==> src/rtl/sdram_if_pkg.sv <==
`default_nettype none
// ============================================================================
// Module   : sdram_if_pkg
// Desc     : Shared constants and writer state encoding for the SDRAM bridge
// Revision : 1.0 - initial release
// ============================================================================
package sdram_if_pkg;

    localparam int c_INTERFACE_WIDTH_BITS = 128;
    localparam int c_INTERFACE_ADDR_BITS  = 26;
    localparam int c_WORD_BITS            = 32;
    localparam int c_BEAT_BYTES           = 16;
    localparam int c_ACK_TIMEOUT          = 1024;

    typedef logic [1:0] writer_state_t;

    localparam writer_state_t c_ST_IDLE  = 2'd0;
    localparam writer_state_t c_ST_FILL  = 2'd1;
    localparam writer_state_t c_ST_WRITE = 2'd2;
    localparam writer_state_t c_ST_DONE  = 2'd3;

endpackage
`default_nettype wire

==> src/rtl/sdram_result_writer_beat_packer.sv <==
`default_nettype none
// ============================================================================
// Module   : sdram_result_writer_beat_packer
// Desc     : Packs input words into one bridge beat with per-lane byte enables
// Revision : 1.0 - initial release
// ============================================================================
module sdram_result_writer_beat_packer
    import sdram_if_pkg::*;
#(
    parameter int WIDTH_BITS = c_INTERFACE_WIDTH_BITS,
    parameter int WORD_BITS  = c_WORD_BITS
) (
    input  logic                                      clk,
    input  logic                                      rst,
    input  logic                                      i_clear,
    input  logic                                      i_accept,
    input  logic [WORD_BITS-1:0]                      i_word,
    output logic [WIDTH_BITS-1:0]                     o_data,
    output logic [WIDTH_BITS/8-1:0]                   o_byte_enable,
    output logic [$clog2(WIDTH_BITS/WORD_BITS+1)-1:0] o_lane_count,
    output logic                                      o_last_lane
);

    localparam int c_WORDS      = WIDTH_BITS / WORD_BITS;
    localparam int c_WORD_BYTES = WORD_BITS / 8;
    localparam int c_LANE_BITS  = (c_WORDS > 1) ? $clog2(c_WORDS) : 1;
    localparam int c_COUNT_BITS = $clog2(c_WORDS + 1);

    logic [c_LANE_BITS-1:0]  r_lane;
    logic [WIDTH_BITS-1:0]   r_data;
    logic [WIDTH_BITS/8-1:0] r_be;

    always_ff @(posedge clk) begin
        if (rst || i_clear) begin
            r_lane <= '0;
            r_data <= '0;
            r_be   <= '0;
        end else if (i_accept) begin
            for (int i = 0; i < c_WORDS; i++) begin
                if (r_lane == c_LANE_BITS'(i)) begin
                    r_data[i*WORD_BITS +: WORD_BITS]    <= i_word;
                    r_be[i*c_WORD_BYTES +: c_WORD_BYTES] <= '1;
                end
            end
            r_lane <= r_lane + 1'b1;
        end
    end

    // Lanes fill in order, so one enable bit per lane is enough to count them.
    always_comb begin
        o_lane_count = '0;
        for (int i = 0; i < c_WORDS; i++) begin
            o_lane_count = o_lane_count + {{(c_COUNT_BITS-1){1'b0}}, r_be[i*c_WORD_BYTES]};
        end
    end

    assign o_last_lane   = i_accept && (r_lane == c_LANE_BITS'(c_WORDS - 1));
    assign o_data        = r_data;
    assign o_byte_enable = r_be;

endmodule
`default_nettype wire

==> src/rtl/sdram_result_writer.sv <==
`default_nettype none
// ============================================================================
// Module   : sdram_result_writer
// Desc     : Streams 32-bit results into 128-bit beats written to SDRAM
// Revision : 1.0 - initial release
// ============================================================================
module sdram_result_writer
    import sdram_if_pkg::*;
#(
    parameter int INTERFACE_WIDTH_BITS = c_INTERFACE_WIDTH_BITS,
    parameter int INTERFACE_ADDR_BITS  = c_INTERFACE_ADDR_BITS,
    parameter int WORD_BITS            = c_WORD_BITS,
    parameter int ACK_TIMEOUT          = c_ACK_TIMEOUT
) (
    input  logic                              clk,
    input  logic                              reset,
    input  logic                              start,
    input  logic [INTERFACE_ADDR_BITS-1:0]    base_address,
    input  logic                              word_valid,
    input  logic [WORD_BITS-1:0]              word_data,
    output logic                              word_ready,
    input  logic                              flush,
    output logic [INTERFACE_ADDR_BITS-1:0]    interface_address,
    output logic [INTERFACE_WIDTH_BITS/8-1:0] interface_byte_enable,
    output logic                              interface_write,
    output logic [INTERFACE_WIDTH_BITS-1:0]   interface_write_data,
    input  logic                              interface_acknowledge,
    output logic                              busy,
    output logic                              done,
    output logic                              timeout_error,
    output logic [15:0]                       words_written
);

    localparam int c_WORDS_PER_BEAT = INTERFACE_WIDTH_BITS / WORD_BITS;
    localparam int c_COUNT_BITS     = $clog2(c_WORDS_PER_BEAT + 1);
    localparam int c_TIMER_BITS     = (ACK_TIMEOUT > 1) ? $clog2(ACK_TIMEOUT) : 1;

    writer_state_t                  r_state;
    writer_state_t                  w_state_next;
    logic [INTERFACE_ADDR_BITS-1:0] r_addr;
    logic                           r_flush_pending;
    logic                           r_timeout_error;
    logic [15:0]                    r_words_written;
    logic [c_TIMER_BITS-1:0]        r_timer;

    logic                              w_accept;
    logic                              w_ack;
    logic                              w_timeout;
    logic                              w_clear;
    logic                              w_last_lane;
    logic [c_COUNT_BITS-1:0]           w_lane_count;
    logic [INTERFACE_WIDTH_BITS-1:0]   w_beat_data;
    logic [INTERFACE_WIDTH_BITS/8-1:0] w_beat_be;

    assign w_accept  = (r_state == c_ST_FILL) && word_valid;
    assign w_ack     = (r_state == c_ST_WRITE) && interface_acknowledge;
    assign w_timeout = (r_state == c_ST_WRITE) && !interface_acknowledge
                       && (r_timer == c_TIMER_BITS'(ACK_TIMEOUT - 1));
    // A committed or discarded beat leaves the packer empty for the next one.
    assign w_clear   = ((r_state == c_ST_IDLE) && start) || w_ack || w_timeout;

    sdram_result_writer_beat_packer #(
        .WIDTH_BITS (INTERFACE_WIDTH_BITS),
        .WORD_BITS  (WORD_BITS)
    ) u_beat_packer (
        .clk           (clk),
        .rst           (reset),
        .i_clear       (w_clear),
        .i_accept      (w_accept),
        .i_word        (word_data),
        .o_data        (w_beat_data),
        .o_byte_enable (w_beat_be),
        .o_lane_count  (w_lane_count),
        .o_last_lane   (w_last_lane)
    );

    always_comb begin
        w_state_next = r_state;
        case (r_state)
            c_ST_IDLE: begin
                if (start) w_state_next = c_ST_FILL;
            end
            c_ST_FILL: begin
                if (w_last_lane) begin
                    w_state_next = c_ST_WRITE;
                end else if (flush) begin
                    w_state_next = (w_accept || (w_beat_be != '0)) ? c_ST_WRITE : c_ST_DONE;
                end
            end
            c_ST_WRITE: begin
                // A flush landing in the acknowledge cycle still ends the run.
                if (w_ack) begin
                    w_state_next = (r_flush_pending || flush) ? c_ST_DONE : c_ST_FILL;
                end else if (w_timeout) begin
                    w_state_next = c_ST_DONE;
                end
            end
            default: w_state_next = c_ST_IDLE;
        endcase
    end

    always_ff @(posedge clk) begin
        if (reset) begin
            r_state         <= c_ST_IDLE;
            r_addr          <= '0;
            r_flush_pending <= 1'b0;
            r_timeout_error <= 1'b0;
            r_words_written <= '0;
            r_timer         <= '0;
        end else begin
            r_state <= w_state_next;
            r_timer <= ((r_state == c_ST_WRITE) && (w_state_next == c_ST_WRITE))
                       ? r_timer + 1'b1 : '0;
            case (r_state)
                c_ST_IDLE: begin
                    if (start) begin
                        r_addr          <= base_address;
                        r_flush_pending <= 1'b0;
                        r_timeout_error <= 1'b0;
                        r_words_written <= '0;
                    end
                end
                c_ST_FILL: begin
                    if (flush) r_flush_pending <= 1'b1;
                end
                c_ST_WRITE: begin
                    if (flush) r_flush_pending <= 1'b1;
                    if (interface_acknowledge) begin
                        r_addr          <= r_addr + INTERFACE_ADDR_BITS'(c_BEAT_BYTES);
                        r_words_written <= r_words_written + 16'(w_lane_count);
                    end else if (w_timeout) begin
                        r_timeout_error <= 1'b1;
                    end
                end
                default: r_flush_pending <= 1'b0;
            endcase
        end
    end

    assign word_ready            = (r_state == c_ST_FILL);
    assign interface_write       = (r_state == c_ST_WRITE);
    assign interface_address     = r_addr;
    assign interface_byte_enable = w_beat_be;
    assign interface_write_data  = w_beat_data;
    assign busy                  = (r_state != c_ST_IDLE);
    assign done                  = (r_state == c_ST_DONE);
    assign timeout_error         = r_timeout_error;
    assign words_written         = r_words_written;

endmodule
`default_nettype wire

==> config.mk <==
export PLATFORM = sky130hd
export DESIGN_NAME = sdram_result_writer
export DESIGN_NICKNAME = d
export VERILOG_FILES = /design/src/rtl/sdram_if_pkg.sv /design/src/rtl/sdram_result_writer_beat_packer.sv /design/src/rtl/sdram_result_writer.sv
export SDC_FILE = /design/constraint.sdc
export NUM_CORES = 1
export LEC_CHECK = 0
export BUFFER_PORTS_ARGS = -buffer_cell sky130_fd_sc_hd__buf_2
export CORE_UTILIZATION = 57
export DETAILED_ROUTE_END_ITERATION = 10
export PLACE_DENSITY = 0.85
export SLEW_MARGIN = 10
export SYNTH_ARGS = -nofsm -noshare
export SYNTH_HDL_FRONTEND = slang
export SYNTH_HIERARCHICAL = 1
export SYNTH_SLANG_ARGS = --single-unit
==> constraint.sdc <==
create_clock -name clk -period 4.4 [get_ports clk]
set_input_delay 0.88 -clock clk [delete_from_list [all_inputs] [get_ports clk]]
set_output_delay 0.88 -clock clk [all_outputs]
set_load 0.01 [all_outputs]
==> results.py <==
metrics = {
    "yosys": {
        "yosys.cell_count.top_type": "dfxtp_1",
        "ys_seq_elements": 190,
        "syn_nets": 1098,
        "synth_top_area_cell": "dfxtp_1",
        "ys.flop_type": "dfxtp_1",
        "ys_types": 52,
        "ys_seq_area_frac": 0.411,
        "synthArstFlopShare": 0,
        "synth_edf_count": 0,
        "yosys_warnings": 6,
        "synth.top_cell.area_share": 0.411,
        "synth_cells": 1016,
        "synth_area_leaders": "dfxtp_1 (41%), a21bo_2 (14%), nand3_1 (8.0%)",
        "synth_common_cells": "dfxtp_1 (190), nand3_1 (149), a21bo_2 (128)",
        "syn_avg_cell_area_sq_um": 9.12,
        "synth.cell_area_sq_um": 9270,
    },
    "timing": {
        "worstMarginPinSlew_ns": 1.25,
        "tns_ns": 0,
        "slew_viol_final": 0,
        "min_period_ns": 2.97,
        "max_freq_mhz": 336,
        "slew_headroom": 0.165,
        "grt_setup_unrepaired": "false",
        "clock_skew_ns": 0.00994,
        "setup_viol": 0,
        "hold_viol": 0,
        "hold_slack_ns": 0.484,
        "post-route-period-util": 0.676,
    },
    "power_and_ir_drop": {
        "powerDensity_nw_per_um2": 363,
        "p_leak_nw": 4.57,
        "peakVddDrop_mv": 0.275,
    },
    "cts": {
        "cts_tree": "built",
        "cts-buffers-inserted": 17,
        "max-clock-path-buffers": 2,
        "cts-resized-gates": 0,
        "clk_pin_slew_worst_paths_ns": 0.07,
        "insertion_delay_ns": 0.44,
        "postCtsHoldBufs": 0,
        "post-cts-setup-buffers": 0,
        "root_buffer": "clkbuf_16",
        "cts_sinks": 190,
        "cts_max_level": 4,
    },
    "detailed_routing": {
        "avgRoutedWirePerCell_microns": 16.9,
        "routed_via_density": 5.79,
        "ant_nets": 0,
        "drt_iter0_drc": 575,
        "num_vias": 8263,
        "wirelength_mm": 24.1,
        "first_pass_iters": 6,
        "drc": 0,
    },
    "global_route": {
        "grt_use_total": 0.274,
        "grt_pass1_wl_mm": 36.2,
        "grt_pass1_vias": 7112,
        "antenna_found_initial": 0,
        "grt_max_degree": 263,
        "grt_remaining_overflow": 0,
    },
    "setup_path": {
        "crit_top_cell": "ha_1",
        "cp-end-kind": "register",
        "path_buf_inv": 2,
        "max_stage_delay_ns": 0.55,
        "crit_arrival_ns": 3.28,
        "worstPathRequired_ns": 4.71,
        "crit_chain": "inv_1 > fa_1 > inv_1 > ha_1 > ha_1 > ha_1 > a211oi_1 > nor2_1 > nand4_1 > xor2_1 > nor2_1",
        "crit_fanout": 10,
        "startpoint_type": "register",
        "cp_slowest_cell": "fa_1",
        "crit_family": "adder cells",
        "worst-setup-path-type": "reg -> reg",
    },
    "layout": {
        "nNetsFinal": 1278,
        "drive_above_1_share": 0.410,
        "nFillCells": 1280,
        "final_area_sq_um": 11000,
        "area_delta_synth_final_pct": 18.5,
    },
    "floorplan": {
        "die_y_microns": 129,
        "die_w_microns": 129,
        "dieArea_sq_um": 16800,
        "core_sq_um": 15900,
        "start_util": 0.583,
        "io_pins": 255,
        "num_rows": 46,
    },
    "worst_hold_path": {
        "hold_class": "reg -> reg",
    },
    "place": {
        "portBuffers": 254,
        "place_area_sq_um": 10400,
        "post-dp-hpwl_mm": 15.6,
        "gp_congestion": 0.875,
    },
    "run_status": {
        "status": "finished clean",
    },
    "run": {
        "drv_cap": 0,
    },
}
[final cells by class]
type / instances / area [sq um] / share of cell area
Clock buffer: 17 / 425 / 0.0387
Inverter: 16 / 60.1 / 0.00547
Multi-Input combinational cell: 708 / 4860 / 0.443
Antenna cell: 1 / 2.50 / 0.000228
Timing Repair Buffer: 263 / 1380 / 0.125
Clock inverter: 15 / 179 / 0.0163
Sequential cell: 190 / 3800 / 0.346
Tap cell: 216 / 270 / 0.0246
[layout by cell type, fill, tap and decap left out, types with 5 or more instances in the layout]
cell type	count
nor2_1	52
buf_2	254
buf_4	6
o21ai_1	5
clkbuf_16	17
ha_1	12
o21ai_0	9
nand2_1	33
nor3_1	13
inv_1	16
a31oi_1	8
and3_1	8
a211oi_1	7
xnor2_1	6
nand2b_1	5
clkinv_4	5
a22oi_1	9
nand3_1	149
xor2_1	16
a21oi_1	98
nand4_1	6
nor4_1	18
dfxtp_1	190
and4_1	6
o21a_1	5
nor2b_1	5
a21oi_2	60
a21bo_2	128
[through the flow]
stage / instances / util / worst slack, ns / power [mW]
after floorplan: 1016 / - / 1.73 / 2.26
after global placement: 1393 / 0.653 / 1.49 / 2.42
after detailed placement: 1393 / 0.653 / 1.43 / 2.43
after CTS: 1425 / 0.691 / 1.43 / 3.99
after global routing: 1425 / 0.691 / 1.16 / 4.13
final: 1426 / 0.691 / 1.43 / 3.99
[cells by family (layout without fill, tap and decap cells)]
logic type                 Yosys count  after routing  synth area share
AOI/OAI and AO/OA                  348            348             0.295
DFF                                190            190             0.411
other                                0              1                 0
xor gates and xnor gates            22             22            0.0208
adders and majority gates           18             18            0.0259
and+or+nand+nor                    316            316             0.177
buffers and inverters              118            311            0.0668
muxes                                4              4           0.00446
[worst register-to-register path, stage by stage (launching register included)]
cell and delay [ns]:
dfxtp_1 0.49, inv_1 0.10, fa_1 0.55, inv_1 0.06, ha_1 0.17, ha_1 0.32, ha_1 0.31, a211oi_1 0.07
nor2_1 0.34, nand4_1 0.19, xor2_1 0.19, nor2_1 0.05
[state kept, by name (all words and copies together), names as in the netlist]
register / count
r_timer: 10
r_state: 2
u_beat_packer/o_byte_enable: 4
r_flush_pending: 1
u_beat_packer/r_lane: 2
u_beat_packer/o_data: 128
interface_address: 26
timeout_error: 1
words_written: 16
[final timing paths]
kind / start / end / slack, ns / depth (start not counted)
min reg2reg: r_timer[0] / r_timer[0] / 0.48 / 1
max reg2reg: u_beat_packer/o_byte_enable[4] / words_written[15] / 1.43 / 11
min: r_timer[0] / r_timer[0] / 0.48 / 1
max: u_beat_packer/o_byte_enable[4] / words_written[15] / 1.43 / 11
[power breakdown]
part	internal (mW)	switching (mW)	leakage (nW)
Clock	0.860	0.726	0.296
Sequential	1.77	0.0595	1.54
Combinational	0.179	0.389	2.74
Total	2.81	1.17	4.57
[metal layers]
layer / part of all wire / GRT usage
met4: 0.031 / 0.127
met2: 0.46 / 0.439
met3: 0.073 / 0.0586
met5: 0 / 0
met1: 0.43 / 0.352
Note: power is estimated with default switching activity, not from simulation.
